===== src/rtl/vga_pkg.sv =====
// Shared constants and types for the VGA timing receiver: counter width, saturation
// value, lock-FSM state encoding and the 640x480 reference totals.
package vga_pkg;

  localparam int unsigned CNT_W = 10;
  localparam logic [CNT_W-1:0] CNT_MAX = 10'd1023;

  localparam int unsigned H_TOTAL = 800;
  localparam int unsigned V_TOTAL = 525;

  typedef logic [1:0] state_t;

  localparam state_t StIdle   = 2'd0;
  localparam state_t StSearch = 2'd1;
  localparam state_t StTrack  = 2'd2;
  localparam state_t StLock   = 2'd3;

  // Increment that sticks at CNT_MAX instead of wrapping.
  function automatic logic [CNT_W-1:0] sat_inc(input logic [CNT_W-1:0] v);
    return (v == CNT_MAX) ? CNT_MAX : v + 10'd1;
  endfunction

endpackage


===== src/rtl/sync_edge_detect.sv =====
// Two-flop synchronizer plus leading-edge detector for one sync input; flops only advance
// on enabled cycles and reset to the deasserted level so release cannot fake an edge.
module sync_edge_detect #(
  parameter bit POL = 1'b0
) (
  input  logic clk_i,
  input  logic rst_ni,
  input  logic en_i,
  input  logic async_i,
  output logic edge_o
);

  logic sync1_q, sync2_q, prev_q;

  always_ff @(posedge clk_i or negedge rst_ni) begin
    if (!rst_ni) begin
      sync1_q <= ~POL;
      sync2_q <= ~POL;
      prev_q  <= ~POL;
    end else if (en_i) begin
      sync1_q <= async_i;
      sync2_q <= sync1_q;
      prev_q  <= sync2_q;
    end
  end

  assign edge_o = en_i & (sync2_q == POL) & (prev_q != POL);

endmodule


===== src/rtl/vga_timing_rx.sv =====
// Recovers pixel/line position from HSYNC/VSYNC, measures line and frame totals and runs a
// lock FSM that declares the timing stable after LOCK_FRAMES consecutive matching frames.
module vga_timing_rx
  import vga_pkg::*;
#(
  parameter bit          HSYNC_POL   = 1'b0,
  parameter bit          VSYNC_POL   = 1'b0,
  parameter int unsigned LOCK_FRAMES = 2
) (
  input  logic             clk_i,
  input  logic             rst_ni,
  input  logic             pix_en_i,
  input  logic             hsync_i,
  input  logic             vsync_i,
  output logic [CNT_W-1:0] hcnt_o,
  output logic [CNT_W-1:0] vcnt_o,
  output logic [CNT_W-1:0] line_total_o,
  output logic [CNT_W-1:0] frame_total_o,
  output logic             locked_o,
  output logic             frame_start_o,
  output logic             err_o
);

  localparam logic [3:0] LockCnt = LOCK_FRAMES[3:0];

  logic h_edge, v_edge;

  sync_edge_detect #(
    .POL(HSYNC_POL)
  ) u_hsync_edge (
    .clk_i  (clk_i),
    .rst_ni (rst_ni),
    .en_i   (pix_en_i),
    .async_i(hsync_i),
    .edge_o (h_edge)
  );

  sync_edge_detect #(
    .POL(VSYNC_POL)
  ) u_vsync_edge (
    .clk_i  (clk_i),
    .rst_ni (rst_ni),
    .en_i   (pix_en_i),
    .async_i(vsync_i),
    .edge_o (v_edge)
  );

  logic [CNT_W-1:0] hcnt_q, hcnt_d, vcnt_q, vcnt_d;
  logic [CNT_W-1:0] line_total_q, line_total_d, frame_total_q, frame_total_d;
  logic [CNT_W-1:0] line_cap, frame_cap;
  state_t           state_q, state_d;
  logic [3:0]       match_q, match_d, match_inc;
  logic             err_q, err_d, fs_q, fs_d;
  logic             err_ev, line_mismatch, h_sat_hit, v_sat_hit, tracking;

  assign line_cap  = sat_inc(hcnt_q);
  assign frame_cap = sat_inc(vcnt_q);
  assign match_inc = match_q + 4'd1;
  assign tracking  = (state_q == StTrack) || (state_q == StLock);

  // Saturation is flagged only on the step into CNT_MAX, so a stuck counter errors once.
  assign h_sat_hit = pix_en_i & ~h_edge & (hcnt_q == CNT_MAX - 10'd1);
  assign v_sat_hit = h_edge & ~v_edge & (vcnt_q == CNT_MAX - 10'd1);
  assign line_mismatch = h_edge & tracking & (line_cap != line_total_q);

  always_comb begin
    hcnt_d        = hcnt_q;
    vcnt_d        = vcnt_q;
    line_total_d  = line_total_q;
    frame_total_d = frame_total_q;
    if (pix_en_i) begin
      if (h_edge) begin
        hcnt_d       = '0;
        line_total_d = line_cap;
      end else begin
        hcnt_d = sat_inc(hcnt_q);
      end
      // A VSYNC edge takes priority over the line increment of a coincident HSYNC edge.
      if (v_edge) begin
        vcnt_d        = '0;
        frame_total_d = frame_cap;
      end else if (h_edge) begin
        vcnt_d = sat_inc(vcnt_q);
      end
    end
  end

  always_comb begin
    state_d = state_q;
    match_d = match_q;
    err_ev  = 1'b0;
    if (v_edge) begin
      case (state_q)
        StIdle:   state_d = StSearch;
        StSearch: begin
          state_d = StTrack;
          match_d = '0;
        end
        StTrack, StLock: begin
          if (frame_cap != frame_total_q) begin
            err_ev  = 1'b1;
            state_d = StSearch;
            match_d = '0;
          end else if (state_q == StTrack) begin
            match_d = match_inc;
            if (match_inc >= LockCnt) state_d = StLock;
          end
        end
        default:  state_d = StIdle;
      endcase
    end
    if (line_mismatch || h_sat_hit || v_sat_hit) begin
      err_ev  = 1'b1;
      state_d = StSearch;
      match_d = '0;
    end
  end

  // Pulses last one pixel period: they are held, like all other state, on idle cycles.
  assign err_d = pix_en_i ? err_ev : err_q;
  assign fs_d  = pix_en_i ? v_edge : fs_q;

  always_ff @(posedge clk_i or negedge rst_ni) begin
    if (!rst_ni) begin
      hcnt_q        <= '0;
      vcnt_q        <= '0;
      line_total_q  <= '0;
      frame_total_q <= '0;
      state_q       <= StIdle;
      match_q       <= '0;
      err_q         <= 1'b0;
      fs_q          <= 1'b0;
    end else begin
      hcnt_q        <= hcnt_d;
      vcnt_q        <= vcnt_d;
      line_total_q  <= line_total_d;
      frame_total_q <= frame_total_d;
      state_q       <= state_d;
      match_q       <= match_d;
      err_q         <= err_d;
      fs_q          <= fs_d;
    end
  end

  assign hcnt_o        = hcnt_q;
  assign vcnt_o        = vcnt_q;
  assign line_total_o  = line_total_q;
  assign frame_total_o = frame_total_q;
  assign locked_o      = (state_q == StLock);
  assign frame_start_o = fs_q;
  assign err_o         = err_q;

endmodule


===== config.mk =====
export PLATFORM = sky130hd
export DESIGN_NAME = vga_timing_rx
export DESIGN_NICKNAME = d
export VERILOG_FILES = /design/src/rtl/vga_pkg.sv /design/src/rtl/sync_edge_detect.sv /design/src/rtl/vga_timing_rx.sv
export SDC_FILE = /design/constraint.sdc
export NUM_CORES = 1
export LEC_CHECK = 0
export ABC_AREA = 1
export BUFFER_PORTS_ARGS = -buffer_cell sky130_fd_sc_hd__buf_4
export CAP_MARGIN = 15
export CELL_PAD_IN_SITES_DETAIL_PLACEMENT = 1
export CELL_PAD_IN_SITES_GLOBAL_PLACEMENT = 1
export CORE_AREA = 2 2 96 98
export DETAILED_ROUTE_END_ITERATION = 16
export DIE_AREA = 0 0 98 100
export GPL_TIMING_DRIVEN = 0
export PLACE_DENSITY_LB_ADDON = 0.1
export SLEW_MARGIN = 10
export SYNTH_ARGS = -nofsm -noshare
export SYNTH_HDL_FRONTEND = slang
export SYNTH_SLANG_ARGS = --single-unit

===== constraint.sdc =====
create_clock -name clk_i -period 2.1 [get_ports clk_i]
set_input_delay 0.105 -clock clk_i [delete_from_list [all_inputs] [get_ports clk_i]]
set_output_delay 0.105 -clock clk_i [all_outputs]
set_load 0.01 [all_outputs]

## After elaboration in Yosys (flattened, before gate mapping)

Index checks and enable logic that the tools add are counted.

| storage, ports and cells | value |
|---|---|
| word-level logic and storage cells | 76 |
| output and inout port bits | 43 |
| input port bits | 5 |
| register bits after elaboration | 54 |

| operators by class | value |
|---|---|
| multiplexer cells | 20 |
| order comparisons | 1 |
| bitwise logic cells | 14 |
| equality and inequality tests | 11 |
| reduce and logical (&&, ||, !) cells | 13 |
| add/sub/neg operators | 3 |

Operators by type and width:

| cell | count |
|---|---|
| 10-bit two-way mux | 5 |
| 10-bit equality test, second input constant | 4 |
| 10-bit by 1-bit adder with 10-bit output, second input constant | 2 |
| 10-bit inequality test | 2 |
| 4-bit two-way mux | 4 |
| 1-bit AND | 10 |
| 2-bit two-way mux | 5 |
| 4-bit inequality test, second input constant | 2 |
| 4-bit one-hot mux with 2 select lines | 1 |
| 2-bit one-hot mux with 3 select lines | 1 |
| 2-bit AND reduction | 3 |
| 3-bit AND reduction | 2 |
| 4-bit by 1-bit adder with 4-bit output, second input constant | 1 |
| 2-bit equality test, second input constant | 2 |
| 4-bit by 2-bit >= comparator with 1-bit output, second input constant | 1 |
| 1-bit two-way mux | 4 |
| 1-bit NOT | 4 |
| 2-bit nonzero test | 2 |
| 1-bit logical OR | 3 |
| 3-bit nonzero test | 1 |
| 2-bit by 1-bit equality test with 1-bit output, second input constant | 1 |
| 2-bit logical NOT | 1 |
| 2-bit OR reduction | 1 |

## Depth between registers and ports, before layout

| logic depth | value |
|---|---|
| depth after elaboration | 10 |
| mapped depth | 18 |

## Cells and area by module

From an unflattened synthesis, not the netlist that was laid out.

| second synthesis, totals | value |
|---|---|
| cell total of the unflattened synthesis | 464 |
| area, all modules | 3,338.2 µm² |

By module, submodules not included:

| module | cells an instance | seq. area each (µm²) | area each (µm²) | times used |
|---|---|---|---|---|
| vga_timing_rx | 430 | 1,201.2 | 3,075.4 | 1 |
| sync_edge_detect | 17 | 78.8 | 131.4 | 2 |

## Worst setup path before layout

Ideal clock, no wire load.

| path | value |
|---|---|
| path kind | register to register |
| start point | register hcnt_q[1], in the netlist hcnt_o[1] |
| end point | register match_q[0] |
| library setup time | 120 ps |
| cell stages (with the launch flop) | 18 |
| path buffers | 1 |
| arrival time | 1,963 ps |
| slack | 17 ps |
| period minus slack after synthesis | 2,083 ps |
| cells stage by stage | dfrtp_1 -> ha_1 -> inv_1 -> nor2_4 -> nand3_4 -> buf_6 -> nand3_2 -> nand2_2 -> nor2_2 -> nand2_1 -> nor2_2 -> nand3_1 -> nand2_2 -> nand2_2 -> inv_4 -> nand2_2 -> nor2_1 -> nor2_1 |

| between the ends | value |
|---|---|
| cells in the longest elaborated chain, start to end | 8 |
| elaborated cells between the ends (all ways) | 14 |

RTL lines:

| what | line | RTL |
|---|---|---|
| start, declared | vga_timing_rx.sv:48 | `logic [CNT_W-1:0] hcnt_q, hcnt_d, vcnt_q, vcnt_d;` |
| start signal, assigned | vga_timing_rx.sv:134 | `hcnt_q <= hcnt_d;` |
| 10-bit by 1-bit adder with 10-bit output / 10-bit equality test (equally long branches) | vga_pkg.sv:20 | `return (v == CNT_MAX) ? CNT_MAX : v + 10'd1;` |
| 10-bit two-way mux | vga_pkg.sv:20 |  |
| 10-bit inequality test | vga_timing_rx.sv:64 | `assign line_mismatch = h_edge & tracking & (line_cap != line_total_q);` |
| 1-bit AND | vga_timing_rx.sv:64 |  |
| 1-bit logical OR (*) (2 in series) | vga_timing_rx.sv:112 | `if (line_mismatch \|\| h_sat_hit \|\| v_sat_hit) begin` |
| 4-bit inequality test (no line) (tied with other cells) | - |  |
| 3-bit AND reduction (no line) | - |  |
| end signal, assigned | vga_timing_rx.sv:139 | `match_q <= match_d;` |
| end, declared | vga_timing_rx.sv:52 | `logic [3:0] match_q, match_d, match_inc;` |

Every way passes the cells marked *; elsewhere a longest branch is shown, timed or not.
A chain may end at the register's enable or synchronous reset.

## Worst setup path in the final report

| path | value |
|---|---|
| start point | register hcnt_q[0], in the netlist hcnt_o[0] |
| end point | register state_q[1] |

| between the ends | value |
|---|---|
| cells in the longest elaborated chain, start to end | 8 |
| elaborated cells between the ends (all ways) | 14 |

RTL lines:

| what | line | RTL |
|---|---|---|
| 10-bit by 1-bit adder with 10-bit output / 10-bit equality test (equally long branches) | vga_pkg.sv:20 |  |
| 10-bit two-way mux | vga_pkg.sv:20 |  |
| 10-bit inequality test | vga_timing_rx.sv:64 |  |
| 1-bit AND | vga_timing_rx.sv:64 |  |
| 1-bit logical OR (*) (2 in series) | vga_timing_rx.sv:112 |  |
| 4-bit inequality test (no line) / 2-bit nonzero test (equally long branches) | - |  |
| 3-bit AND reduction (no line) | - |  |
| end signal, assigned | vga_timing_rx.sv:129 | `state_q <= StIdle;` |
| end signal, assigned | vga_timing_rx.sv:138 | `state_q <= state_d;` |
| end, declared | vga_timing_rx.sv:51 | `state_t state_q, state_d;` |

Marks and branches as above.

==> results.sh <==
export IMPL_avgSynthCellArea_um2=7.58
export IMPL_gp_congestion=0.810
export IMPL_cts_max_level=2
export IMPL_drtIter0Drc=117
export IMPL_grt_pass1_wl_um=16600
export IMPL_multi_input_area_mm2=0.00186
export IMPL_path_class="reg -> reg"
export IMPL_cap_violations=0
export IMPL_nFillCells=1099
export IMPL_arrival_ns=2.51
export IMPL_wl_um=10200
export IMPL_max_freq_mhz=445
export IMPL_grt_pass1_vias=3276
export IMPL_die_area_mm2=0.00980
export IMPL_cts_sinks=54
export IMPL_max_vdd_ir_drop_uv=425
export IMPL_first_pass_iters=4
export IMPL_die_h_um=100
export IMPL_syn_to_final_growth_pct=35.4
export IMPL_clkTransAtPathRegs_ns=0.11
export IMPL_utilization=0.492
export IMPL_antenna_left=0
export IMPL_setup_viol=7
export IMPL_n_antenna_cell=0
export IMPL_syn_cell_area_mm2=0.00323
export IMPL_place_area_mm2=0.00372
export IMPL_stdcell_area_mm2=0.00437
export IMPL_grt_max_degree=55
export IMPL_async_flop_share=1.00
export IMPL_drt_wirelength_per_cell_um=16.3
export IMPL_violations="negative setup slack"
export IMPL_root_buffer="clkbuf_8"
export IMPL_layout_drive_gt1_share=0.329
export IMPL_regArea_mm2=0.00137
export IMPL_synth_nets=437
export IMPL_fin_nets=523
export IMPL_num_vias=3163
export IMPL_timing_final_ws_setup_ns=-0.149
export IMPL_hpwl_um=6840
export IMPL_synth_cells=426
export IMPL_synth_seq_cells=54
export IMPL_fin_crit_sh=1.07
export IMPL_ios=48
export IMPL_core_area_mm2=0.00889
export IMPL_status="complete, but fails checks"
export IMPL_tightest_slew_ns=0.720
export IMPL_rows=35
export IMPL_drc=0
export IMPL_ys_flop_type="dfrtp_1"
export IMPL_powerDensity_mw_per_mm2=844
export IMPL_start_util=0.363
export IMPL_hold_path_class="in -> reg"
export IMPL_ys_seq_area_frac=0.421
export IMPL_viasPerCell=5.07
export IMPL_rsz0062_at_grt="true"
export IMPL_clkLatencyLatePin_ns=0.32
export IMPL_startpoint_type="register"
export IMPL_synth_edf_count=0
export IMPL_fp_dieW_um=98
export IMPL_post_synth_num_cell_types=31
export IMPL_slew_violations=0
export IMPL_clock_skew_ns=0.0122
export IMPL_grt_overflow_total=0
export IMPL_hold_viol=0
export IMPL_numPortBuffers=47
export IMPL_period_minus_slack_ns=2.25
export IMPL_antenna_found_initial=0
export IMPL_cts_path_max_buffers=2
export IMPL_cts_made_buffers=5
export IMPL_end_kind="register"
export IMPL_slew_headroom=0.520
export IMPL_tritoncts="done"
export IMPL_yosys_warnings=0
export IMPL_grt_use_total=0.213
export IMPL_p_leak_uw=0.00205
export IMPL_worst_ep_required_time_ns=2.36
export IMPL_critPathMaxFanout=8
==> per-stage QoR <==
step	power, uW	instances	TNS (ns)	hold slack, ns	setup WS (ns)
2_1_floorplan	2280	426	0	-0.191	0.0175
3_3_place_gp	2740	584	-2.33	0.225	-0.369
3_5_place_dp	2770	584	-2.74	0.219	-0.417
4_1_cts	3610	618	-0.672	0.00769	-0.127
5_1_grt	3970	624	-1.93	0.0169	-0.314
6_report	3690	624	-0.876	0.0234	-0.149
==> synth_stat cells (2+ instances only) <==
cell | count | share of area
nand2_2 | 10 | 0.019
nand3_1 | 41 | 0.064
o21ai_0 | 42 | 0.065
nor2_2 | 7 | 0.014
nand4_1 | 11 | 0.021
dfstp_2 | 6 | 0.049
nor2_1 | 25 | 0.029
nor3_1 | 5 | 0.0078
clkbuf_1 | 6 | 0.0070
xnor2_1 | 4 | 0.011
dfrtp_1 | 48 | 0.37
clkinv_1 | 3 | 0.0035
o22ai_1 | 3 | 0.0058
nand2_1 | 126 | 0.15
nand3_4 | 3 | 0.016
inv_1 | 49 | 0.057
buf_6 | 2 | 0.0070
ha_1 | 6 | 0.023
xor2_1 | 6 | 0.016
nand3b_1 | 4 | 0.0093
nand3_2 | 5 | 0.016
nor2_4 | 5 | 0.017
==> worst max-delay path: stages, from the launching register on <==
cell and delay [ns]:
dfrtp_2 0.41, ha_4 0.16, inv_2 0.04, nor2_4 0.13, nand3_4 0.13, buf_6 0.16, buf_8 0.13, nand4_1 0.11
nand3_1 0.13, nor2_2 0.15, nand3_2 0.08, nand2_2 0.11, nand2_4 0.08, inv_8 0.10, nand2_4 0.07, nand2_4 0.09
nand2_2 0.05, nand2_1 0.07
==> per-layer routing <==
metal	wire (um)	part of all wire	GRT usage	vias to the layer above
li1	-	-	-	1537
met1	4590	0.45	0.279	1562
met2	5110	0.50	0.370	50
met3	307	0.030	0.0286	14
met4	184	0.018	0.0598	0
met5	0	0	0	-
==> sequential cells by signal (all words and copies together), names as in the netlist <==
name,flops
err_o,1
frame_start_o,1
frame_total_o,10
hcnt_o,10
line_total_o,10
match_q,4
state_q,2
u_hsync_edge.prev_q,1
u_hsync_edge.sync1_q,1
u_hsync_edge.sync2_q,1
u_vsync_edge.prev_q,1
u_vsync_edge.sync1_q,1
u_vsync_edge.sync2_q,1
vcnt_o,10
==> kinds of logic (layout without fill, tap and decap cells) <==
family,count (synthesis),count (layout),synth area share
AND/OR/NAND/NOR,246,246,0.371
XOR/XNOR,10,10,0.0271
AO/OA/AOI/OAI,49,49,0.0810
adder cells (fa/ha/maj),6,6,0.0233
buffers and inverters,61,148,0.0764
flip-flops,54,54,0.421
==> area by class of cell <==
cell class                 instances  area share
clock buffer                       6      0.0189
sequential                        54       0.313
inverter                          53      0.0478
timing repair buffer              79       0.147
multi-input combinational        311       0.426
buffer                             8      0.0120
clock inverter                     2     0.00286
tap                              111      0.0318
==> where the power goes <==
group,switching [uW],internal [uW]
clock network,378,267
logic,937,669
registers,203,1240
total,1520,2170
==> path summary, 6_finish.rpt <==
check | from | endpoint | slack [ns] | cells past startpoint
max reg2reg | hcnt_o[0] | state_q[1] | -0.15 | 17
max | hcnt_o[0] | state_q[1] | -0.15 | 17
max in group asynchronous | rst_ni | hcnt_o[3] | 1.20 | 2
min | pix_en_i | hcnt_o[3] | 0.02 | 2
min in group asynchronous | rst_ni | frame_start_o | 0.37 | 2
min reg2reg | u_hsync_edge.sync1_q | u_hsync_edge.sync1_q | 0.49 | 2
==> timing repair <==
| item | CTS | global route |
|---|---|---|
| pin swaps | 17 | 18 |
| buffers inserted | 21 | 6 |
| resized for setup | 47 | 25 |
| endpoints found under the hold margin | 50 | 0 |
| gates cloned | 2 | 0 |
| hold buffers | 3 | 0 |
| setup endpoints to repair | 7 | 7 |
==> cell usage in the layout, fill, tap and decap left out, types with 2 or more instances in the layout <==
master | netlist | final
nand3b_1 | 4 | 4
nand2_4 | 1 | 10
nand2_1 | 126 | 113
clkbuf_8 | 0 | 6
buf_8 | 0 | 2
buf_16 | 0 | 2
nand2_2 | 10 | 14
nor3_1 | 5 | 4
dfrtp_2 | 0 | 7
xor2_1 | 6 | 2
clkinv_2 | 0 | 3
ha_1 | 6 | 4
dfrtp_1 | 48 | 41
inv_1 | 49 | 48
nor2_1 | 25 | 19
xor2_2 | 0 | 3
buf_4 | 0 | 73
nand3_2 | 5 | 9
dfstp_2 | 6 | 6
clkbuf_1 | 6 | 6
o22ai_1 | 3 | 3
nor2_4 | 5 | 11
nand3_4 | 3 | 4
o21ai_0 | 42 | 40
xnor2_1 | 4 | 4
nor2_2 | 7 | 7
ha_4 | 0 | 2
dlygate4sd3_1 | 0 | 3
nand4_1 | 11 | 11
o21ai_1 | 0 | 2
nand3_1 | 41 | 36
(Power assumes the default switching activity.)
